[config.mk]
export PLATFORM = sky130hd
export DESIGN_NAME = btn_cond
export DESIGN_NICKNAME = d
export VERILOG_FILES = /design/src/rtl/mmind_pkg.sv /design/src/rtl/btn_debounce1.sv /design/src/rtl/btn_cond.sv
export SDC_FILE = /design/constraint.sdc
export NUM_CORES = 1
export LEC_CHECK = 0
export BUFFER_PORTS_ARGS = -buffer_cell sky130_fd_sc_hd__buf_2
export CAP_MARGIN = 0
export CORE_MARGIN = 5
export CORE_UTILIZATION = 40
export CTS_CLUSTER_DIAMETER = 80
export DETAILED_ROUTE_END_ITERATION = 7
export SETUP_SLACK_MARGIN = 0.1
export SYNTH_ARGS = -nofsm -noshare
export SYNTH_HDL_FRONTEND = slang
export SYNTH_SLANG_ARGS = --single-unit
export TNS_END_PERCENT = 5
[constraint.sdc]
create_clock -name clk -period 2.7 [get_ports clk]
set_input_delay 0.135 -clock clk [delete_from_list [all_inputs] [get_ports clk]]
set_output_delay 0.135 -clock clk [all_outputs]
set_load 0.01 [all_outputs]
[src/rtl/mmind_pkg.sv]
// Shared constants for the Mastermind button path: debounce lengths and button indices.
package mmind_pkg;

  localparam int MMIND_DB_CYCLES     = 250000;  // 2.5 ms at 100 MHz
  localparam int MMIND_DB_CYCLES_SIM = 4;
  localparam int MMIND_BTN_SETANS    = 0;
  localparam int MMIND_BTN_GUESS     = 1;

  // Counter width for a debounce length, never narrower than one bit.
  function automatic int db_cnt_width(input int db_cycles);
    return (db_cycles > 1) ? $clog2(db_cycles) : 1;
  endfunction

endpackage

[src/rtl/btn_debounce1.sv]
// One button channel: two-flop synchroniser, debounce counter, stable level and edge pulses.
// Optional release pulse built when BTN_COND_RELEASE_EN is defined.
module btn_debounce1
  import mmind_pkg::*;
#(
  parameter int DB_CYCLES = MMIND_DB_CYCLES
) (
  input  logic clk,
  input  logic reset,
  input  logic raw,
  output logic level,
`ifdef BTN_COND_RELEASE_EN
  output logic release_pulse,
`endif
  output logic press
);

  localparam int CW = db_cnt_width(DB_CYCLES);
  localparam logic [CW-1:0] CNT_MAX = CW'(DB_CYCLES - 1);

  logic          s1;
  logic          s2;
  logic          stable;
  logic [CW-1:0] cnt;
  logic          stable_nxt;
  logic [CW-1:0] cnt_nxt;
  logic          flip;

  // Debounce decision: a bounce back to the current state restarts the count.
  always_comb begin
    stable_nxt = stable;
    cnt_nxt    = {CW{1'b0}};
    flip       = 1'b0;
    if (s2 == stable) begin
      cnt_nxt = {CW{1'b0}};
    end else if (cnt == CNT_MAX) begin
      stable_nxt = s2;
      cnt_nxt    = {CW{1'b0}};
      flip       = 1'b1;
    end else begin
      cnt_nxt = cnt + CW'(1);
    end
  end

  // Synchroniser, debounce state and edge pulses, aligned with the level change.
  always_ff @(posedge clk or posedge reset) begin
    if (reset) begin
      s1     <= 1'b0;
      s2     <= 1'b0;
      stable <= 1'b0;
      cnt    <= {CW{1'b0}};
      press  <= 1'b0;
    end else begin
      s1     <= raw;
      s2     <= s1;
      stable <= stable_nxt;
      cnt    <= cnt_nxt;
      press  <= flip & s2;
    end
  end

`ifdef BTN_COND_RELEASE_EN
  // Release pulse on a debounced 1->0 transition.
  always_ff @(posedge clk or posedge reset) begin
    if (reset) begin
      release_pulse <= 1'b0;
    end else begin
      release_pulse <= flip & ~s2;
    end
  end
`endif

  assign level = stable;

endmodule

[src/rtl/btn_cond.sv]
// Button conditioning: NBTN independent debounce channels producing level and press pulses.
// btn_release exists only when BTN_COND_RELEASE_EN is defined.
module btn_cond
  import mmind_pkg::*;
#(
  parameter int NBTN      = 2,
  parameter int DB_CYCLES = MMIND_DB_CYCLES
) (
  input  logic            clk,
  input  logic            reset,
  input  logic [NBTN-1:0] btn_raw,
  output logic [NBTN-1:0] btn_level,
`ifdef BTN_COND_RELEASE_EN
  output logic [NBTN-1:0] btn_release,
`endif
  output logic [NBTN-1:0] btn_press
);

  for (genvar i = 0; i < NBTN; i++) begin : gen_ch
    btn_debounce1 #(
      .DB_CYCLES(DB_CYCLES)
    ) u_deb (
      .clk          (clk),
      .reset        (reset),
      .raw          (btn_raw[i]),
      .level        (btn_level[i]),
`ifdef BTN_COND_RELEASE_EN
      .release_pulse(btn_release[i]),
`endif
      .press        (btn_press[i])
    );
  end

endmodule

==> parameters.txt, run 1 <==
Parameter                              Value

CTS
  Clock sinks    44
  Number of buffers on the longest clock path    2
  Clock-pin transition on the worst setup and hold timing paths    0.08 ns
  Clock tree from TritonCTS    done
  Clock latency of the later-clocked register in the worst-skew pair    0.29 ns
  # Post-CTS Setup Buffers    0
  Hold buffer count at cts    2
  Number of buffers added by the clock tree synthesis step    5
  Root Buffer    sky130_fd_sc_hd__clkbuf_8
  Total number of H-tree levels    2
  Post-cts sizing count    0

Layout
  Layout cell share with drive strength beyond 1    11.5%
  Fin util    45.6%
  Final net count    231
  Filler cell count in the final layout    491
  Inserted Diodes    0
  Most common cell after layout, fill and taps aside    sky130_fd_sc_hd__dfrtp_1
  Post-synthesis to final-layout area growth    10.7%
  Highest-count cells in the layout ignoring fill and taps    44 x sky130_fd_sc_hd__dfrtp_1, 38 x sky130_fd_sc_hd__nor2_1, 21 x sky130_fd_sc_hd__xnor2_1, 13 x sky130_fd_sc_hd__nor4_1, 12 x sky130_fd_sc_hd__inv_1

Worst setup path
  CP Launch Point    gen_ch[0].u_deb.cnt[6]$_DFF_PP0_
  Element type at the critical path end    flop
  Data required, critical path    2.88 ns
  Startpoint of the worst register-to-register path    gen_ch[0].u_deb.cnt[6]$_DFF_PP0_
  Setup Crit Path Kind    flop to flop
  Slowest Stage Delay on Critical Path    0.44 ns
  Kind of start point of the critical path    flop
  Crit path cell chain    nor4b_1 -> nand4_1 -> o21ai_2 -> buf_4 -> nor2_1
  Slowest library cell on the worst path    sky130_fd_sc_hd__dfrtp_1
  Max FO, Critical Path    10
  Endpoint arrival time on the critical path    2.07 ns

Logic synthesis
  Top post-synthesis cells by area    sky130_fd_sc_hd__dfrtp_1 52%, sky130_fd_sc_hd__xnor2_1 8.7%, sky130_fd_sc_hd__nor2_1 6.8%
  Seq/Total Area, Yosys    52.3%
  Share of Yosys cell area claimed by the top area cell type    52.3%
  Proportion of synthesized area in mux cells    0%
  Cell area after synthesis    2110 µm²
  Count of mapped cells out of synthesis    212
  Simple logic cell fraction of the synthesized area    25.2%
  Largest family of logic cells by synthesized area    simple AND/OR/NAND/NOR gates
  Post-Syn Nets    218
  Parity-gate share of the synthesized area counting xor and xnor cells    12.1%
  Average size of a mapped cell    9.93 µm²
  Arithmetic-cell share of the synthesized area counting full adders, half adders and majority gates    1.19%
  Yosys reg bits    44
  Count of warnings emitted by yosys    0
  Complex-gate fraction of the synthesized area    4.69%
  Largest area contributor in the synthesized netlist    sky130_fd_sc_hd__dfrtp_1
  Number of distinct library cells after synthesis    32

Routing
  DR WL/cell    12.6 µm
  Final WL    3730 µm
  Drt drc    0
  Number of vias after detailed routing    1,488
  Routed via count divided by cell count    5.03
  Detailed-routing iteration count for the pre-antenna-repair pass    4
  Number of violations reported at the end of detailed-routing iteration 0    65
  Number of nets with antenna violations after routing    0

GRT
  Largest net degree at the start of global routing    32
  Initial antenna violation count    0
  First-pass GRT wire length    6870 µm
  Remaining Overflow, GRT    0
  Number of global-route vias before repair    1,485
  All-layer global routing usage    13.0%

Power and ir drop
  Total power divided by cell area    489 nW/µm²
  Worst vdd rail ir drop    0.000226 V
  Standby leakage power    0.942 nW

Die
  Placeable Area    5110 µm²
  Num ports    8
  Count of standard-cell rows    26
  Starting density of the core    41.2%
  Chip width    82.6 µm
  Die outline height    82.6 µm
  Area enclosed by the die boundary    6820 µm²

Status
  Failing checks    hold timing
  Result of the run    finished with violations

Placement
  Placer congestion estimate    0.769
  Count of buffers from port buffering    7
  Post-detail-place hpwl    2570 µm

STA
  Setup TNS after final layout    0 ns
  Final number of max-transition violations    0
  Fmax    529 MHz
  Setup repair after global routing missed its margin    no
  Final Hold Viols    20
  Worst Tran Pin Value    1.14 ns
  Final period utilization    70.0%
  Time the worst path needs with I/O delays and setup    1.89 ns
  Final setup vio count    0
  Hold WS    -0.0142 ns
  Relative slew slack    23.7%
  Clk_skew    0.00764 ns

Worst hold path
  Path class of the lowest-slack min-delay path    input port to async pin

Job
  # Max-Cap Violations    0
## path summary, 6_finish.rpt
check	end	slack [ns]	cells past startpoint
max	gen_ch[0].u_deb.cnt[6]$_DFF_PP0_	0.81	5
min	gen_ch[0].u_deb.cnt[16]$_DFF_PP0_	-0.01	2
max reg2reg	gen_ch[0].u_deb.cnt[6]$_DFF_PP0_	0.81	5
min reg2reg	gen_ch[1].u_deb.s2$_DFF_PP0_	0.35	0
max in group asynchronous	gen_ch[0].u_deb.cnt[17]$_DFF_PP0_	2.02	3
min in group clk	gen_ch[1].u_deb.s2$_DFF_PP0_	0.35	0
## metrics by stage
step           instance area [µm²]  worst slack (ns)  power, W  std cells
2_1_floorplan                 2110              1.02  0.000719        212
3_3_place_gp                  2220             0.814  0.000735        286
3_5_place_dp                  2220             0.796  0.000736        286
4_1_cts                       2330             0.786   0.00116        296
5_1_grt                       2330             0.650   0.00120        296
6_report                      2330             0.811   0.00114        296
## worst max-delay path, delay by kind of cell, from the launching register on
family | cells | cell delay (ns)
buffers and inverters | 1 | 0.25
AO/OA/AOI/OAI | 1 | 0.39
flip-flops | 1 | 0.44
AND/OR/NAND/NOR | 3 | 0.70
## Yosys cell counts
cell type                  number
sky130_fd_sc_hd__clkbuf_1       2
sky130_fd_sc_hd__a21oi_1        4
sky130_fd_sc_hd__o21ai_1        1
sky130_fd_sc_hd__o21ai_2        1
sky130_fd_sc_hd__nor3_1         5
sky130_fd_sc_hd__o221ai_1       1
sky130_fd_sc_hd__nand4b_1       3
sky130_fd_sc_hd__a31o_2         1
sky130_fd_sc_hd__a211oi_1       1
sky130_fd_sc_hd__inv_1         13
sky130_fd_sc_hd__nand3_4        1
sky130_fd_sc_hd__xnor2_1       21
sky130_fd_sc_hd__or4_4          1
sky130_fd_sc_hd__buf_4          4
sky130_fd_sc_hd__buf_2          2
sky130_fd_sc_hd__or3_1          2
sky130_fd_sc_hd__o21ai_0        5
sky130_fd_sc_hd__nor4_1        13
sky130_fd_sc_hd__o31ai_1        2
sky130_fd_sc_hd__nor4b_1        1
sky130_fd_sc_hd__or4_2          1
sky130_fd_sc_hd__nor2_1        38
sky130_fd_sc_hd__dfrtp_1       44
sky130_fd_sc_hd__nor2b_1        1
sky130_fd_sc_hd__nand4_2        1
sky130_fd_sc_hd__nand3_1       11
sky130_fd_sc_hd__and4_1         2
sky130_fd_sc_hd__nand2_1        8
sky130_fd_sc_hd__nand4_1        9
sky130_fd_sc_hd__and3_1         3
sky130_fd_sc_hd__xor2_1         8
sky130_fd_sc_hd__ha_1           2
## power by group
part           switching (W)  internal (W)
Combinational      0.0000305     0.0000154
Sequential        0.00000861      0.000669
Clock               0.000213      0.000204
Total               0.000253      0.000888
## cells by family (layout without fill, tap and decap cells)
kind of cell | count (synthesis) | count (layout)
xor gates and xnor gates | 29 | 29
DFF | 44 | 44
and+or+nand+nor | 100 | 100
buffers and inverters | 21 | 35
AOI/OAI and AO/OA | 16 | 16
adders and majority gates | 2 | 2
## state kept, by name, indices dropped and copies added (netlist names)
signal and flops:
gen_ch.u_deb.press 2, gen_ch.u_deb.level 2, gen_ch.u_deb.s1 2, gen_ch.u_deb.s2 2, gen_ch.u_deb.cnt 36
## cell type report
cell class                      instances  area, µm²  share of cell area [%]
Inverter                               13       48.8                    2.09
Multi-Input combinational cell        147        908                    39.0
Tap cell                               70       87.6                    3.76
Sequential cell                        44       1100                    47.2
Clock buffer                            6       82.6                    3.54
Timing Repair Buffer                   14       92.6                    3.97
Clock inverter                          2       10.0                   0.429
## layer usage
metal / GRT usage (%) / up-vias / share of wire (%)
met1: 18.7 / 713 / 54
met2: 19.1 / 13 / 43
li1: - / 759 / -
met5: 0 / - / 0
met4: 4.41 / 0 / 0.72
met3: 3.25 / 3 / 2.8
Power figures use the tool's default switching activity.
==> run 2, diff against run 1 <==
clock period = 1.6 ns   (was 2.7 ns; I/O delays follow)
==> run 2 against run 1 <==
Compared with the run above:
- the flow now finishes without violations
- combinational power rose to 2.6 times the previous value
- critical path type unchanged
- setup slack got worse by 0.81 ns
- register-to-register slack got worse by 0.81 ns
- highest routed layer unchanged
==> parameters.txt, run 2 (same netlist as run 1, synthesis figures left out) <==
Parameter                              Value

Power and ir drop
  Combinational share of power    5.6% (was 4.0%)
  Share of power burned in registers    53.9% (was 59.4%)
  Total power divided by cell area    760 nW/µm² (was 489 nW/µm²)
  Worst vdd rail ir drop    0.000344 V (was 0.000226 V)
  Net switching power    0.000477 W (was 0.000253 W)
  Pint    0.00164 W (was 0.000888 W)
  Portion of total power attributed to the clock network    40.4% (was 36.6%)
  Standby leakage power    1.11 nW (was 0.942 nW)
  Switching share of power    22.6% (was 22.1%)
  Overall power of the completed layout    0.00212 W (was 0.00114 W)

Job
  # Max-Cap Violations    0 (unchanged)

STA
  Final setup vio count    0 (unchanged)
  Final number of max-transition violations    0 (unchanged)
  Time the worst path needs with I/O delays and setup    1.60 ns (was 1.89 ns)
  Fmax    625 MHz (was 529 MHz)
  Relative slew slack    63.1% (was 23.7%)
  Final period utilization    100% (was 70.0%)
  Final Hold Viols    0 (was 20)
  Setup repair after global routing missed its margin    yes (was no)
  Worst Tran Pin Value    0.551 ns (was 1.14 ns)
  Clk_skew    0.00843 ns (was 0.00764 ns)

Placement
  Placer congestion estimate    0.782 (was 0.769)
  Count of buffers from port buffering    7 (unchanged)
  Count of placed standard cells including taps    309 (was 286)
  Post-detail-place hpwl    2780 µm (was 2570 µm)

Worst setup path
  Slowest library cell on the worst path    sky130_fd_sc_hd__or4_4 (was sky130_fd_sc_hd__dfrtp_1)
  Crit path cell chain    nand3_2 -> or4_4 -> or3_1 -> a21oi_2 (was nor4b_1 -> nand4_1 -> o21ai_2 -> buf_4 -> nor2_1)
  Data required, critical path    1.83 ns (was 2.88 ns)
  Startpoint of the worst register-to-register path    gen_ch[1].u_deb.cnt[9]$_DFF_PP0_ (was gen_ch[0].u_deb.cnt[6]$_DFF_PP0_)
  Slowest Stage Delay on Critical Path    0.52 ns (was 0.44 ns)
  Worst-case reg-to-reg path depth    4 (was 5)
  Element type at the critical path end    flop (unchanged)
  Critical register-to-register path endpoint    gen_ch[1].u_deb.cnt[15]$_DFF_PP0_ (was gen_ch[0].u_deb.cnt[6]$_DFF_PP0_)
  Setup Crit Path Kind    flop to flop (unchanged)
  Endpoint arrival time on the critical path    1.83 ns (was 2.07 ns)
  Timing endpoint of the critical path    gen_ch[1].u_deb.cnt[15]$_DFF_PP0_ (was gen_ch[0].u_deb.cnt[6]$_DFF_PP0_)
  CP Launch Point    gen_ch[1].u_deb.cnt[9]$_DFF_PP0_ (was gen_ch[0].u_deb.cnt[6]$_DFF_PP0_)
  Register-to-register setup slack    0.00002 ns (was 0.81 ns)
  Max FO, Critical Path    4 (was 10)
  Kind of start point of the critical path    flop (unchanged)

Status
  Result of the run    finished, final reports clean (was finished with violations)

GRT
  Number of global-route vias before repair    1,588 (was 1,485)
  All-layer global routing usage    13.5% (was 13.0%)
  Largest net degree at the start of global routing    32 (unchanged)
  Initial antenna violation count    0 (unchanged)
  Remaining Overflow, GRT    0 (unchanged)
  First-pass GRT wire length    7010 µm (was 6870 µm)

Routing
  DR WL/cell    13.3 µm (was 12.6 µm)
  Final WL    4320 µm (was 3730 µm)
  Detailed-routing iteration count for the pre-antenna-repair pass    4 (unchanged)
  Drt drc    0 (unchanged)
  Routed via count divided by cell count    5.05 (was 5.03)
  Number of nets with antenna violations after routing    0 (unchanged)
  Number of violations reported at the end of detailed-routing iteration 0    92 (was 65)
  Number of vias after detailed routing    1,640 (was 1,488)

Layout
  Highest-count cells in the layout ignoring fill and taps    40 x sky130_fd_sc_hd__dfrtp_1, 30 x sky130_fd_sc_hd__buf_4, 26 x sky130_fd_sc_hd__nor2_1, 21 x sky130_fd_sc_hd__xnor2_1, 12 x sky130_fd_sc_hd__inv_1 (was 44 x sky130_fd_sc_hd__dfrtp_1, 38 x sky130_fd_sc_hd__nor2_1, 21 x sky130_fd_sc_hd__xnor2_1, 13 x sky130_fd_sc_hd__nor4_1, 12 x sky130_fd_sc_hd__inv_1)
  Max FFs per register    36 (unchanged)
  Number of non-filler instances in the completed layout    325 (was 296)
  Largest reg by FF count    gen_ch.u_deb.cnt (unchanged)
  Final net count    260 (was 231)
  Most common cell after layout, fill and taps aside    sky130_fd_sc_hd__dfrtp_1 (unchanged)
  Layout cell share with drive strength beyond 1    33.7% (was 11.5%)
  Filler cell count in the final layout    459 (was 491)
  Inserted Diodes    0 (unchanged)
  Post-synthesis to final-layout area growth    32.3% (was 10.7%)

Die
  Starting density of the core    41.2% (unchanged)
  Placeable Area    5110 µm² (unchanged)
  Count of standard-cell rows    26 (unchanged)
  Num ports    8 (unchanged)
  Die outline height    82.6 µm (unchanged)
  Chip width    82.6 µm (unchanged)
  Area enclosed by the die boundary    6820 µm² (unchanged)

CTS
  Clock tree from TritonCTS    done (unchanged)
  Root Buffer    sky130_fd_sc_hd__clkbuf_8 (unchanged)
  Clock latency of the later-clocked register in the worst-skew pair    0.30 ns (was 0.29 ns)
  Number of buffers on the longest clock path    2 (unchanged)
  Clock-pin transition on the worst setup and hold timing paths    0.09 ns (was 0.08 ns)
  Number of buffers added by the clock tree synthesis step    5 (unchanged)
  Clock sinks    44 (unchanged)
  Total number of H-tree levels    2 (unchanged)

Worst hold path
  Path class of the lowest-slack min-delay path    input port to async pin (unchanged)
run 2: worst min-delay path by stage:
stage / from / end / slack, ns / depth (start not counted)
floorplan: btn_raw[0] / gen_ch[0].u_deb.s1$_DFF_PP0_ / 0.11 / 0
global placement: reset / gen_ch[0].u_deb.cnt[16]$_DFF_PP0_ / 0.07 / 2
detailed placement: reset / gen_ch[0].u_deb.s1$_DFF_PP0_ / 0.08 / 2
CTS: reset / gen_ch[0].u_deb.cnt[16]$_DFF_PP0_ / 0.30 / 3
global route: reset / gen_ch[0].u_deb.s1$_DFF_PP0_ / 0.36 / 3
finish: reset / gen_ch[0].u_deb.s1$_DFF_PP0_ / 0.31 / 3
run 2: timing repair:
item	in CTS	in global routing
gates cloned	0	0
pin swaps	1	19
setup buffers	1	4
resized for setup	1	49
endpoints found under the setup margin	35	40
hold buffers	3	0
endpoints found under the hold margin	15	0
run 2: final cells by class:
| cell class | instances | area, µm² | share of cell area, % |
|---|---|---|---|
| Multi-Input combinational cell | 147 | 1090 | 39.2 |
| Timing Repair Buffer | 43 | 342 | 12.3 |
| Sequential cell | 44 | 1110 | 39.7 |
| Tap cell | 70 | 87.6 | 3.14 |
| Clock buffer | 5 | 68.8 | 2.47 |
| Clock inverter | 3 | 42.5 | 1.53 |
| Inverter | 13 | 48.8 | 1.75 |
run 2: metrics by stage:
step	utilization (%)	area (µm²)	setup TNS [ns]	worst slack [ns]	hold WS, ns
after floorplan	-	2140	0	0.00815	0.111
after global placement	47.5	2430	0	0.0372	0.0726
after detailed placement	47.5	2430	0	0.0232	0.0839
after CTS	50.5	2580	0	0.00961	0.303
after global routing	54.6	2790	-0.674	-0.0750	0.355
final	54.6	2790	0	0.0000177	0.312
run 2: routing by layer:
layer / vias to the layer above / routed length, µm / GRT usage (%)
met4: 0 / 61 / 5.39
li1: 825 / - / -
met2: 17 / 2090 / 21.3
met3: 7 / 120 / 3.58
met5: - / 0 / 0
met1: 791 / 2050 / 17.5
run 2: power by group through the flow:
| stage | Combinational [W] | Clock (W) | Sequential [W] |
|---|---|---|---|
| after global placement | 0.0000909 | 0 | 0.00116 |
| after global routing | 0.000135 | 0.000925 | 0.00114 |
| after detailed placement | 0.0000917 | 0 | 0.00116 |
| after CTS | 0.000101 | 0.000874 | 0.00114 |
| final | 0.000120 | 0.000856 | 0.00114 |
| after floorplan | 0.0000537 | 0 | 0.00116 |
run 2: worst max-delay path, delay by kind of cell (launching register included):
family          cells  cell delay, ns
flops               1            0.46
simple gates        3            0.97
compound gates      1            0.12
